**src/rtl/wb_pkg.sv**
```systemverilog
// Shared definitions for the writeback stage.
// - LD_* : 3-bit load-type encodings carried from decode to WB.
// - wb_state_e : writeback FSM state (IDLE = empty or non-load, WAIT = load awaiting data).
package wb_pkg;

  localparam logic [2:0] LD_W  = 3'd0;
  localparam logic [2:0] LD_H  = 3'd1;
  localparam logic [2:0] LD_HU = 3'd2;
  localparam logic [2:0] LD_B  = 3'd3;
  localparam logic [2:0] LD_BU = 3'd4;
  localparam logic [2:0] LD_D  = 3'd5;

  typedef enum logic {
    IDLE = 1'b0,
    WAIT = 1'b1
  } wb_state_e;

endpackage

```
**src/rtl/wb_load_align.sv**
```systemverilog
// Combinational load aligner: picks the addressed byte/half/word out of a naturally
// aligned data-RAM word and sign- or zero-extends it to the register width.
// Ports:
//   ld_op_i    load type (wb_pkg LD_*)
//   offset_i   byte offset within the data word
//   rdata_i    raw data-RAM word
//   data_o     aligned, extended result
module wb_load_align
  import wb_pkg::*;
#(
  parameter int DATA_W  = 32,
  parameter int SUBWORD = 1,
  localparam int OFF_W  = (DATA_W == 64) ? 3 : 2
) (
  input  logic [2:0]        ld_op_i,
  input  logic [OFF_W-1:0]  offset_i,
  input  logic [DATA_W-1:0] rdata_i,
  output logic [DATA_W-1:0] data_o
);

  logic [OFF_W+2:0]  shamt;
  logic [DATA_W-1:0] shifted;

  // Byte offset -> bit shift so the addressed element lands in the low bits.
  assign shamt   = {offset_i, 3'b000};
  assign shifted = rdata_i >> shamt;

  always_comb begin
    data_o = rdata_i;
    if (SUBWORD != 0) begin
      case (ld_op_i)
        LD_B:    data_o = DATA_W'($signed(shifted[7:0]));
        LD_BU:   data_o = DATA_W'(shifted[7:0]);
        LD_H:    data_o = DATA_W'($signed(shifted[15:0]));
        LD_HU:   data_o = DATA_W'(shifted[15:0]);
        // On a 64-bit datapath a word load is sign-extended; at 32 bits it is the raw word.
        LD_W:    data_o = DATA_W'($signed(shifted[31:0]));
        default: data_o = rdata_i;
      endcase
    end
  end

endmodule

```
**src/rtl/wb_stage_ld.sv**
```systemverilog
// Registered writeback stage between MEM and the register file.
// Holds one instruction behind a valid/ready handshake; loads wait in WAIT for the
// data-RAM response, which is aligned and written combinationally in the cycle it arrives.
// Ports:
//   clk, rst                 clock, asynchronous active-high reset
//   in_valid/in_ready        handshake from MEM
//   in_pc, in_alu_result,
//   in_res_from_mem, in_ld_op,
//   in_gr_we, in_dest        instruction payload
//   mem_rvalid, mem_rdata    load response
//   rf_we/rf_waddr/rf_wdata  register-file write port
//   fwd_valid/fwd_dest/
//   fwd_data_ok              hazard/forwarding status of the held instruction
//   debug_wb_*               retirement trace
module wb_stage_ld
  import wb_pkg::*;
#(
  parameter int DATA_W  = 32,
  parameter int REG_AW  = 5,
  parameter int PC_W    = 32,
  parameter int SUBWORD = 1
) (
  input  logic              clk,
  input  logic              rst,
  input  logic              in_valid,
  output logic              in_ready,
  input  logic [PC_W-1:0]   in_pc,
  input  logic [DATA_W-1:0] in_alu_result,
  input  logic              in_res_from_mem,
  input  logic [2:0]        in_ld_op,
  input  logic              in_gr_we,
  input  logic [REG_AW-1:0] in_dest,
  input  logic              mem_rvalid,
  input  logic [DATA_W-1:0] mem_rdata,
  output logic              rf_we,
  output logic [REG_AW-1:0] rf_waddr,
  output logic [DATA_W-1:0] rf_wdata,
  output logic              fwd_valid,
  output logic [REG_AW-1:0] fwd_dest,
  output logic              fwd_data_ok,
  output logic [PC_W-1:0]   debug_wb_pc,
  output logic [3:0]        debug_wb_rf_we,
  output logic [REG_AW-1:0] debug_wb_rf_wnum,
  output logic [DATA_W-1:0] debug_wb_rf_wdata
);

  localparam int OFF_W = (DATA_W == 64) ? 3 : 2;

  wb_state_e         state_q, state_d;
  logic              wb_valid_q, wb_valid_d;
  logic [PC_W-1:0]   pc_q, pc_d;
  logic [DATA_W-1:0] alu_q, alu_d;
  logic [2:0]        ld_op_q, ld_op_d;
  logic              gr_we_q, gr_we_d;
  logic [REG_AW-1:0] dest_q, dest_d;

  logic              data_ok;
  logic              retire;
  logic              accept;
  logic [DATA_W-1:0] ld_data;

  // Only a held load in WAIT depends on mem_rvalid; a response seen in IDLE is ignored.
  assign data_ok  = (state_q == IDLE) | mem_rvalid;
  assign retire   = wb_valid_q & data_ok;
  assign in_ready = ~wb_valid_q | retire;
  assign accept   = in_valid & in_ready;

  always_comb begin
    state_d    = state_q;
    wb_valid_d = wb_valid_q;
    pc_d       = pc_q;
    alu_d      = alu_q;
    ld_op_d    = ld_op_q;
    gr_we_d    = gr_we_q;
    dest_d     = dest_q;
    if (accept) begin
      // Accept overrides retire: the slot is refilled in the same cycle it drains.
      state_d    = in_res_from_mem ? WAIT : IDLE;
      wb_valid_d = 1'b1;
      pc_d       = in_pc;
      alu_d      = in_alu_result;
      ld_op_d    = in_ld_op;
      gr_we_d    = in_gr_we;
      dest_d     = in_dest;
    end else if (retire) begin
      state_d    = IDLE;
      wb_valid_d = 1'b0;
    end
  end

  always_ff @(posedge clk or posedge rst) begin
    if (rst) begin
      state_q    <= IDLE;
      wb_valid_q <= 1'b0;
      pc_q       <= '0;
      alu_q      <= '0;
      ld_op_q    <= '0;
      gr_we_q    <= 1'b0;
      dest_q     <= '0;
    end else begin
      state_q    <= state_d;
      wb_valid_q <= wb_valid_d;
      pc_q       <= pc_d;
      alu_q      <= alu_d;
      ld_op_q    <= ld_op_d;
      gr_we_q    <= gr_we_d;
      dest_q     <= dest_d;
    end
  end

  wb_load_align #(
    .DATA_W  (DATA_W),
    .SUBWORD (SUBWORD)
  ) u_align (
    .ld_op_i  (ld_op_q),
    .offset_i (alu_q[OFF_W-1:0]),
    .rdata_i  (mem_rdata),
    .data_o   (ld_data)
  );

  assign rf_we    = retire & gr_we_q;
  assign rf_waddr = dest_q;
  assign rf_wdata = (state_q == WAIT) ? ld_data : alu_q;

  assign fwd_valid   = wb_valid_q & gr_we_q & (dest_q != '0);
  assign fwd_dest    = dest_q;
  assign fwd_data_ok = wb_valid_q & data_ok;

  assign debug_wb_pc       = pc_q;
  assign debug_wb_rf_we    = {4{rf_we}};
  assign debug_wb_rf_wnum  = rf_waddr;
  assign debug_wb_rf_wdata = rf_wdata;

endmodule

```
**config.mk**
```make
export PLATFORM = sky130hd
export DESIGN_NAME = wb_stage_ld
export DESIGN_NICKNAME = d
export VERILOG_FILES = /design/src/rtl/wb_pkg.sv /design/src/rtl/wb_load_align.sv /design/src/rtl/wb_stage_ld.sv
export SDC_FILE = /design/constraint.sdc
export NUM_CORES = 1
export LEC_CHECK = 0
export ABC_AREA = 1
export CAP_MARGIN = 0
export CORE_ASPECT_RATIO = 1.4
export CORE_UTILIZATION = 42
export DETAILED_ROUTE_END_ITERATION = 12
export PLACE_DENSITY = 0.83
export SLEW_MARGIN = 0
export SYNTH_ARGS = -nofsm -noshare
export SYNTH_HDL_FRONTEND = slang
export SYNTH_HIERARCHICAL = 1
export SYNTH_SLANG_ARGS = --single-unit
```
**constraint.sdc**
```tcl
create_clock -name clk -period 3.55 [get_ports clk]
set_clock_uncertainty 0.1 [all_clocks]
set_input_delay 0.8875 -clock clk [delete_from_list [all_inputs] [get_ports clk]]
set_output_delay 0.8875 -clock clk [all_outputs]
set_load 0.01 [all_outputs]
```
# Yosys cells after proc, flatten, opt, wreduce, memory -nomap -nowiden
# Cells that the tools add are included.
# totals
out_inout_bits	119
inputBits	110
word_cells	30
reg_bits	75
# op_classes
n_shift	1
muxes	6
n_eq_ne	4
reduce_logical	3
n_bitwise	9
# op_table
cell	n
case mux 32 bit (5 select lines)	1
two-way mux 32 bit	1
right shift 32 x 5 -> 32 bit	1
== test 3 x 2 -> 1 bit (second input constant)	2
bitwise AND 1 bit	5
nonzero test 5 bit	1
two-way mux 1 bit	4
== test 3 x 1 -> 1 bit (second input constant)	1
== test 3 bit (second input constant)	1
logical NOT 3 bit	1
NOT 1 bit	2
OR 1 bit	2
nonzero test 2 bit	1

# Depth between registers and ports, before layout
# Gate-level depths: netlist of run 1.
# logic_depth
ltp_word	6
ltp_mapped	11

# Modules after synthesis
# Netlist of run 1, hierarchy kept.
# modules_own_cells
module	cells_per_inst	seq_area_each_um2	n_inst	area_per_inst_um2
wb_stage_ld	488	1876.8	1	3787.4
wb_load_align	212	0.0	1	1053.5

# Worst setup path before layout of run 1
# No wires, ideal clock.
# synth_path
path_type	input-to-output
from	input mem_rdata[31]
to	output rf_wdata[25]
stages	10
path_slack_ps	682
required_ps	2562
arrival_time_ps	1880
path_cell_list	inv_1 > nand2_1 > nand3_1 > nand2_2 > nand2_4 > buf_6 > nand4_1 > nand2_1 > o21ai_0 > buf_4
# synth_via
elab_chain_cells	3
# synth_rtl
item	line_no	text
from (decl)	wb_stage_ld.sv:34	input logic [DATA_W-1:0] mem_rdata,
right shift 32 x 5 -> 32 bit	wb_load_align.sv:26	assign shifted = rdata_i >> shamt;
case mux 32 bit (5 select lines)	wb_load_align.sv:31	case (ld_op_i)
named net ld_data[25]	wb_stage_ld.sv:60	logic [DATA_W-1:0] ld_data;
two-way mux 32 bit	wb_stage_ld.sv:123	assign rf_wdata = (state_q == WAIT) ? ld_data : alu_q;
to (decl)	wb_stage_ld.sv:37	output logic [DATA_W-1:0] rf_wdata,
# The timed path passes the listed nets, and every way through them passes these cells.

# Worst setup path in the final report of run 1
# layout_path
from	input mem_rdata[31]
to	output rf_wdata[21]
# Same word-level chain as after synthesis.

==> metrics.md, run 1 <==
| Metric | Value |
|---|---|
| Largest net degree at the start of global routing | 77 |
| Setup crit start kind | input port |
| Final Hold Viols | 0 |
| Via count | 5097 |
| # IOs | 229 |
| GR Overflow Total | 0 |
| Vias in the first global route | ~4800 |
| Routed length per instance | between 10 and 15 um |
| CTS Buf Count | 9 |
| Final max-slew violation count | 0 |
| Gr usage total | around a quarter |
| Net Sw Frac | a little over a third |
| CTS tree | done |
| Final #Nets | 981 |
| Row count | 46 |
| Post-route cell area | ~7000 sq um |
| DRC viols | 1 |
| Pint | 1986 uW |
| Area Overhead vs Synth | 44.90% |
| Min Hold Slack | between 300 and 400 ps |
| Final setup fails | 0 |
| Pwr Density | 434.8 nW/um^2 |
| CP arrival | 2500 ps |
| Share of cells above drive strength 1 | 12.57% |
| Slew HR | 48.38% |
| Sink Count | 75 |
| First-pass GRT wire length | 23.87 mm |
| Critical Path RT | 2560 ps |
| Fin crit share | 98.18% |
| RSZ-0062 raised after global routing | true |
| Post-Layout Cell Count | between 1000 and 1500 |
| RR Endpoint | alu_q[21] |
| Core area | ~11000 sq um |
| CTS clk-pin slew, worst paths | around 60 ps |
| Via density | 5.002 |
| Worst path cell trace | clkdlybuf4s50_1, inv_2, o21ai_2, nand3_2, buf_12, nand4_1, nand2_1, o21ai_0, clkdlybuf4s15_1 |
| Min-Delay Endpoint | debug_wb_pc[16] |
| Post-Syn Nets | 810 |
| GRT met2 Usage | 42.53% |
| Count of cell types in the netlist | 26 |
| Max-cap violations | 0 |
| Initial antenna violation count | 0 |
| Status | finished, violations left |
| Worst Tran Pin Value | 774.3 ps |
| Maximum buffer depth of the clock tree | 2 |
| Met3 global-route usage | 4.343% |
| HP Start | debug_wb_pc[16] |
| CP max stage cell | clkdlybuf4s50_1 |
| RR Startpoint | state_q |
| CP Capture Type | output port |
| Psw | ~1100 uW |
| Cells after DPL | 1001 |
| Failing checks | DRC |
| CP max stage delay | 510 ps |
| Post-synthesis cell count | 700 |
| Width of the die | 92.74 um |
| FF-to-FF setup slack | 1280 ps |
| Placed inst area | 6884 sq um |
| Final min period | approximately 3500 ps |
| Hold crit path type | reg2reg |
| Clk_lat worst skew | 330 ps |
| Die area | 11970 sq um |
| Die height | about 130 um |
| Drt first pass iters | 9 |
| Static Leak | 0.003559 uW |
| Top FF cell, synth | dfrtp_1 |
| Achievable Freq | 286.9 MHz |
| Post-synth EDFFs | 0 |
| DRT Wirelength | 15.08 mm |
| Synth Area per Inst | 6.916 sq um |
| Worst R2R Path Depth | 6 |
| ANT cells | 0 |
| Routability congestion estimate | between 0.8 and 0.9 |
| Initial core utilization | 42.91% |
| Grt met1 use | 31.65% |
| Peak supply drop | roughly 260 uV |
| Mapped cell area | 4841 sq um |
| Post-synth ARST share | 100.0% |
| Seq/Total Area, Yosys | 38.77% |
| Clk pwr share | 27.3% |
| Seq pwr share | 34.1% |
| Critical path type | in2out |
| Top fanout value on the critical path | 15 |
| Post-route ant nets | 0 |
| Port Buffers | roughly 230 |
| WHS Path Cells | 2 |
| Synth warn | 6 |
| Total Neg Setup Slack | 0 ps |
| Synthesized flop and latch total | 75 |
| Busiest grt layer | met2 |
| Most frequent cells in the layout | nand2_1, clkdlybuf4s50_1, nand3_1 |
| Root buffer cell | clkbuf_16 |
| 1st-iter DRT viols | 330 |
| DP Wirelength | 10.90 mm |
| Combinational fraction of design power | 38.6% |
| Htree depth | 3 |
| Hold bufs inserted after CTS | 0 |
| Commonest non-fill, non-tap cell in the layout | nand2_1 |
power groups by stage:
stage                     logic (uW)  registers (uW)  clock network [uW]
final                           1180            1040                 833
after global routing            1290            1060                 887
after CTS                       1190            1040                 854
after detailed placement        1280            1050                   0
after global placement          1270            1050                   0
after floorplan                  698            1050                   0
synthesized netlist by cell type (7+ instances only):
library cell  number  area share, %
dfrtp_1           75             39
o21ai_0           43            4.4
nor2_1            19            1.5
buf_4             55            8.5
inv_1             52            4.0
clkbuf_1           9           0.70
nand3_1           94            9.7
o211ai_1           7            1.1
nand2_1          276             21
buf_2             20            2.1
nand4_1           12            1.6
a21oi_1            9           0.93
metrics by stage:
stage / power (uW) / utilization [%] / setup WS, ps
3_5_place_dp: 2332 / 61.02 / -374.3
5_1_grt: 3233 / 62.18 / -13.90
6_report: 3050 / 62.18 / 64.61
3_3_place_gp: 2316 / 61.02 / -358.7
4_1_cts: 3078 / 62.93 / -122.8
2_1_floorplan: 1752 / - / 652.5
sequential cells by signal, summed over array words and instances (netlist names):
| name | flops |
|---|---|
| alu_q | 32 |
| state_q | 1 |
| debug_wb_pc | 32 |
| ld_op_q | 3 |
| gr_we_q | 1 |
| debug_wb_rf_wnum | 5 |
| wb_valid_q | 1 |
cell families (layout without fill, tap and decap cells):
kind of cell	Yosys count	count (layout)	share of synthesized area, %
buf+inv	148	322	17.14
flops	75	75	38.77
simple gates	416	417	37.27
compound gates	61	61	6.824
how the worst max path moves through the flow:
stage | slack (ps) | endpoint | startpoint
after global routing | -10 | debug_wb_rf_wdata[23] | mem_rdata[15]
after detailed placement | -370 | debug_wb_rf_wdata[15] | mem_rdata[31]
after CTS | -120 | debug_wb_rf_wdata[15] | mem_rdata[31]
after floorplan | 650 | alu_q[0] | rst
final | 60 | rf_wdata[21] | mem_rdata[31]
after global placement | -360 | debug_wb_rf_wdata[15] | mem_rdata[31]
final cells by class:
cell class | count | area (sq um)
fillers | 1053 | 4267
repair buffers | 251 | 2275
multi-input cells | 478 | 2196
flip-flops and latches | 75 | 1878
clock buffers | 10 | 239.0
inverters | 56 | 216.5
well taps | 144 | 180.2
clock inverters | 5 | 30.03
critical path: cells and delay by family:
kind | cells | cell delay [ps]
and+or+nand+nor | 3 | 320
buffers and inverters | 4 | 1050
AOI/OAI and AO/OA | 2 | 250
routing by layer:
metal | vias up | share of wire, %
li1 | 2513 | -
met1 | 2346 | 39
met2 | 197 | 50
met3 | 41 | 6.8
met4 | 0 | 4.1
met5 | - | 0
what timing repair did:
item | 4_1_cts | 5_1_grt
resized for setup | 93 | 99
pin swaps | 0 | 2
setup buffers | 2 | 0
endpoints found under the setup margin | 64 | 51
gates cloned | 1 | 0
Power figures use the tool's default switching activity.
==> run 2: changes to the inputs <==
Settings changed: RECOVER_POWER set to 50.
==> metrics.md, run 2 (synthesis results as in run 1) <==
| Metric | Value |
|---|---|
| Die height | 129.0 um (unchanged) |
| DRT Wirelength | 15.09 mm (about the same) |
| Worst path cell trace | clkdlybuf4s50_1, inv_2, o21ai_2, nand3_2, buf_12, nand4_1, nand2_1, o21ai_0, dlygate4sd2_1 |
| RSZ-0062 raised after global routing | true |
| Commonest non-fill, non-tap cell in the layout | nand2_1 |
| Critical Path RT | 2560 ps (about the same) |
| CTS tree | done |
| Worst Tran Pin Value | 1699 ps (+924.3 ps) |
| Pre-CTS WS | -374.3 ps (unchanged) |
| Final min period | 3482 ps (-3.617 ps) |
| Gr usage total | 25.65% (unchanged) |
| First-pass GRT wire length | 23.87 mm (unchanged) |
| Final core occ | 62.11% (-0.067 points) |
| Post-route ant nets | 0 (unchanged) |
| CP max stage cell | clkdlybuf4s50_1 |
| Pint | 1961 uW (-1.3%) |
| Static Leak | 0.003602 uW (+1.2%) |
| Routability congestion estimate | 0.8850 (unchanged) |
| DRC viols | 1 (unchanged) |
| Clk pwr share | 27.6% (+0.3 points) |
| Final #Nets | 981 (unchanged) |
| Net Sw Frac | 35.07% (+0.20 points) |
| Htree depth | 3 (unchanged) |
| Routed length per instance | 14.81 um (about the same) |
| 1st-iter DRT viols | 357 (+8.2%) |
| Final setup fails | 0 (unchanged) |
| Crit path max-delay family | buffers and inverters |
| Port Buffers | 228 (unchanged) |
| Via density | 5.000 (about the same) |
| Most frequent cells in the layout | nand2_1, clkdlybuf4s50_1, nand3_1 |
| Fillers | 1055 (+0.19%) |
| Sink Count | 75 (unchanged) |
| Drt first pass iters | 9 (unchanged) |
| Critical path type | in2out |
| Vias in the first global route | 4781 (unchanged) |
| Psw | 1059 uW (-0.40%) |
| Area Overhead vs Synth | 44.74% |
| Share of cells above drive strength 1 | 12.46% (-0.11 points) |
| # IOs | 229 (unchanged) |
| Hold crit path type | reg2reg |
| Max-cap violations | 2 (+2) |
| ANT cells | 0 (unchanged) |
| Hold bufs inserted after CTS | 0 (unchanged) |
| Fin crit share | 98.08% (-0.10 points) |
| Cells after DPL | 1001 (unchanged) |
| Combinational fraction of design power | 38.1% (-0.5 points) |
| Initial core utilization | 42.91% (unchanged) |
| Status | finished, violations left |
| CP Capture Type | output port |
| Via count | 5095 (-0.039%) |
| Final Hold Viols | 0 (unchanged) |
| CTS clk-pin slew, worst paths | 60 ps (about the same) |
| Setup crit start kind | input port |
| Clk_lat worst skew | 330 ps (about the same) |
| Core area | 11280 sq um (unchanged) |
| GR Overflow Total | 0 (unchanged) |
| Final max-slew violation count | 69 (+69) |
| Slack of the critical path | 68.22 ps (+3.617 ps) |
| Width of the die | 92.74 um (unchanged) |
| CTS Buf Count | 9 (unchanged) |
| CP max stage delay | 510 ps (about the same) |
| Root buffer cell | clkbuf_16 |
| Maximum buffer depth of the clock tree | 2 (unchanged) |
| Failing checks | DRC, capacitance limit, slew limit |
| DP Wirelength | 10.90 mm (unchanged) |
| Die area | 11970 sq um (unchanged) |
| Top fanout value on the critical path | 15 (unchanged) |
| Seq pwr share | 34.3% (+0.2 points) |
| Slew HR | -13.87% (-62 points) |
| Post-Layout Cell Count | 1019 (unchanged) |
| Peak supply drop | 252.8 uV (-1.2%) |
| Largest net degree at the start of global routing | 77 (unchanged) |
| Row count | 46 (unchanged) |
| Achievable Freq | 287.2 MHz (+0.10%) |
| CP arrival | 2490 ps (about the same) |
| Initial antenna violation count | 0 (unchanged) |
| Pwr Density | 431.0 nW/um^2 (-0.86%) |
| Buffers and inverters on the worst path | 4 (unchanged) |
[run 2: path summary, 6_finish.rpt]
check | slack, ps | from | end | cells past startpoint
hold reg to reg | 360 | debug_wb_pc[16] | debug_wb_pc[16] | 2
setup reg to reg | 590 | state_q | debug_wb_pc[13] | 6
max in group asynchronous | 1140 | rst | state_q | 2
setup / recovery | 70 | mem_rdata[31] | debug_wb_rf_wdata[22] | 9
hold / removal | 360 | debug_wb_pc[16] | debug_wb_pc[16] | 2
min in group asynchronous | 1330 | rst | debug_wb_pc[0] | 2
[run 2: repair_timing]
item | 4_1_cts | 5_1_grt
cloned | 1 | 0
pin swaps | 0 | 2
gates resized for setup | 93 | 99
setup endpoints to repair | 64 | 51
buffers inserted | 2 | 0
[run 2: power by group through the flow]
stage          Sequential [uW]  Combinational [uW]  Clock [uW]
2_1_floorplan             1050                 698           0
3_3_place_gp              1050                1270           0
3_5_place_dp              1050                1280           0
4_1_cts                   1040                1190         854
5_1_grt                   1050                1260         887
6_report                  1040                1150         832
[run 2: per-stage QoR]
stage | hold WS, ps | power (uW) | setup TNS, ps | area [sq um]
final | 360.4 | 3020 | 0 | 7007
after CTS | 372.0 | 3078 | -1202 | 7099
after global placement | 352.4 | 2316 | -13330 | 6884
after global routing | 383.1 | 3205 | -39.60 | 7007
after floorplan | 341.7 | 1752 | 0 | 4841
after detailed placement | 357.6 | 2332 | -14500 | 6884
[run 2: per-layer routing]
metal / wire length (um) / track usage, % / share of wire, %
met5: 0 / 0 / 0
met4: 626 / 14.57 / 4.1
met3: 990 / 4.343 / 6.6
met2: 7623 / 42.53 / 51
met1: 5853 / 31.65 / 39
[run 2: area by class of cell]
class                   instances  area [sq um]  share of cell area (%)
clock buffers                  10         239.0                   3.411
clock inverters                 5         30.03                  0.4286
inverters                      56         216.5                   3.089
multi-input cells             478          2193                   31.30
flip-flops and latches         75          1878                   26.80
well taps                     144         180.2                   2.571
repair buffers                251          2270                   32.39
[run 2: worst reg2reg max path, delay by kind of cell, from the launching register on]
| family | cells | cell delay [ps] |
|---|---|---|
| flops | 1 | 730 |
| simple gates | 4 | 720 |
| buf+inv | 2 | 1350 |
==> run 3: changes to the inputs <==
Settings changed: CELL_PAD_IN_SITES_DETAIL_PLACEMENT set to 1, CELL_PAD_IN_SITES_GLOBAL_PLACEMENT set to 2, CORE_UTILIZATION 42 to 21, PLACE_DENSITY 0.83 to 0.82.
==> metrics.md, run 3 (synthesis results as in run 1) <==
| Metric | Value |
|---|---|
| Min-Delay Endpoint | debug_wb_pc[25] |
| Post-route cell area | 7552 sq um (+7.8%) |
| Net Sw Frac | 35.02% (-0.052 points) |
| Clk_lat worst skew | 330 ps (about the same) |
| Total Neg Setup Slack | 0 ps (unchanged) |
| Top fanout value on the critical path | 6 (-9) |
| Core area | 22610 sq um (+100%) |
| CP Capture Type | output port |
| WHS Path Cells | 2 (unchanged) |
| Cells after DPL | 1177 (+18%) |
| DP Wirelength | 14.23 mm (+31%) |
| Static Leak | 0.003741 uW (+3.8%) |
| Most frequent cells in the layout | nand2_1, clkdlybuf4s50_1, nand3_1 |
| Peak supply drop | 256.8 uV (+1.5%) |
| Combinational fraction of design power | 38.8% (+0.7 points) |
| Maximum buffer depth of the clock tree | 2 (unchanged) |
| Pre-CTS WS | -462.5 ps (-88.15 ps) |
| Routed length per instance | 16.41 um (+11%) |
| Initial antenna violation count | 4 (+4) |
| Area Overhead vs Synth | 56.01% |
| DRC viols | 0 (-1) |
| FF-to-FF setup slack | 900 ps (+310 ps) |
| Commonest non-fill, non-tap cell in the layout | nand2_1 |
| Pint | 2131 uW (+8.7%) |
| GR Overflow Total | 0 (unchanged) |
| 1st-iter DRT viols | 249 (-30%) |
| Die height | 181.6 um (+41%) |
| Critical Path RT | 2560 ps (about the same) |
| Critical path type | in2out |
| PnR Total Power | 3279 uW (+8.6%) |
| DRT Wirelength | 19.66 mm (+30%) |
| Slack of the critical path | 82.91 ps (+14.68 ps) |
| Drt first pass iters | 4 (-5) |
| Share of cells above drive strength 1 | 15.87% (+3.4 points) |
| # IOs | 229 (unchanged) |
| Achievable Freq | 288.4 MHz (+0.42%) |
| Max-cap violations | 1 (-1) |
| Row count | 65 (+41%) |
| Via density | 4.270 (-15%) |
| CTS Buf Count | 9 (unchanged) |
| Final setup fails | 0 (unchanged) |
| Final Hold Viols | 0 (unchanged) |
| Final #Nets | 1000 (+1.9%) |
| Final min period | 3467 ps (-14.68 ps) |
| Status | finished, violations left |
| Fin crit share | 97.66% (-0.41 points) |
| Hold bufs inserted after CTS | 0 (unchanged) |
| CTS clk-pin slew, worst paths | 50 ps (about the same) |
| Root buffer cell | clkbuf_16 |
| Placed inst area | 7231 sq um (+5.0%) |
| Post-Layout Cell Count | 1198 (+18%) |
| Via count | 5116 (+0.41%) |
| Initial core utilization | 21.41% (-22 points) |
| Setup crit start kind | input port |
| Seq pwr share | 31.8% (-2.5 points) |
| Width of the die | 130.3 um (+41%) |
| Psw | 1148 uW (+8.4%) |
| HP Start | debug_wb_pc[25] |
| Hold crit path type | reg2reg |
| CTS tree | done |
| Slew HR | -19.40% (-5.5 points) |
| Htree depth | 3 (unchanged) |
| Worst R2R Path Depth | 5 (-1) |
| Pwr Density | 434.2 nW/um^2 (+0.74%) |
| Port Buffers | 228 (unchanged) |
| Worst Tran Pin Value | 1781 ps (+82.54 ps) |
| Final max-slew violation count | 39 (-43%) |
| Die area | 23670 sq um (+98%) |
| Gr usage total | 16.40% (-9.3 points) |
| Clk pwr share | 29.4% (+1.8 points) |
| RR Endpoint | wb_valid_q |
| Failing checks | capacitance limit, slew limit |
| CP arrival | 2480 ps (about the same) |
| First-pass GRT wire length | 29.56 mm (+24%) |
| Vias in the first global route | 5177 (+8.3%) |
| Routability congestion estimate | 0.7951 (-10%) |
| RR Startpoint | state_q |
| Post-route ant nets | 0 (unchanged) |
| Largest net degree at the start of global routing | 77 (unchanged) |
| Sink Count | 75 (unchanged) |
[run 3: cell types whose count changed in the layout (fill, tap and decap cells not counted), sizes merged, moves of 2 or more]
cell           before  now
buf                35   59
clkdlybuf4s15       3   18
clkbuf             37   25
dlygate4sd2        22   16
clkdlybuf4s50     113  111
diode               0    2
dlymetal6s2s        1    3
[run 3: per-stage QoR]
step                hold slack [ps]  util, %
floorplan                     341.7        -
global placement              353.2    31.98
detailed placement            358.1    31.98
CTS                           372.9    33.22
global route                  383.1    33.38
finish                        362.7    33.40
[run 3: cell type report]
cell class / count / area, sq um
clock buffer: 12 / 266.5
fill: 2849 / 15060
tap: 301 / 376.6
timing repair buffer: 269 / 2479
antenna: 2 / 5.005
multi-input combinational: 479 / 2283
sequential: 75 / 1878
clock inverter: 4 / 47.55
inverter: 56 / 216.5
[run 3: power by group through the flow]
stage | logic (uW) | clock network [uW] | registers (uW)
after floorplan | 698 | 0 | 1050
after global placement | 1360 | 0 | 1060
after detailed placement | 1370 | 0 | 1060
after CTS | 1300 | 1000 | 1050
after global routing | 1390 | 1040 | 1060
final | 1270 | 963 | 1040
[run 3: routing by layer]
metal	wire length, um	vias up	track usage (%)
li1	-	2561	-
met1	7610	2401	18.77
met2	10380	129	29.34
met3	1157	23	3.595
met4	495	2	5.814
met5	13	-	0
[run 3: timing repair]
item,CTS,global route
cloned,0,3
gates resized for setup,183,51
setup buffers,0,0
endpoints found under the setup margin,64,50
pin swaps,2,6
[run 3: worst max-delay path by stage]
| stage | start | end | slack, ps | depth (start not counted) |
|---|---|---|---|---|
| floorplan | rst | alu_q[0] | 650 | 1 |
| global placement | mem_rdata[23] | debug_wb_rf_wdata[18] | -450 | 10 |
| global route | mem_rdata[7] | debug_wb_rf_wdata[14] | -30 | 10 |
| finish | mem_rdata[7] | debug_wb_rf_wdata[15] | 80 | 10 |
| CTS | mem_rdata[31] | debug_wb_rf_wdata[23] | -20 | 10 |
| detailed placement | mem_rdata[31] | rf_wdata[18] | -460 | 10 |
[run 3: critical path: stages]
cell             delay, ps
clkdlybuf4s50_1        450
inv_1                   50
nand2_1                 60
nand3_1                120
nand2_4                220
nand2_8                100
nand3_2                120
nand2_1                 70
o21ai_2                100
dlygate4sd2_1          300
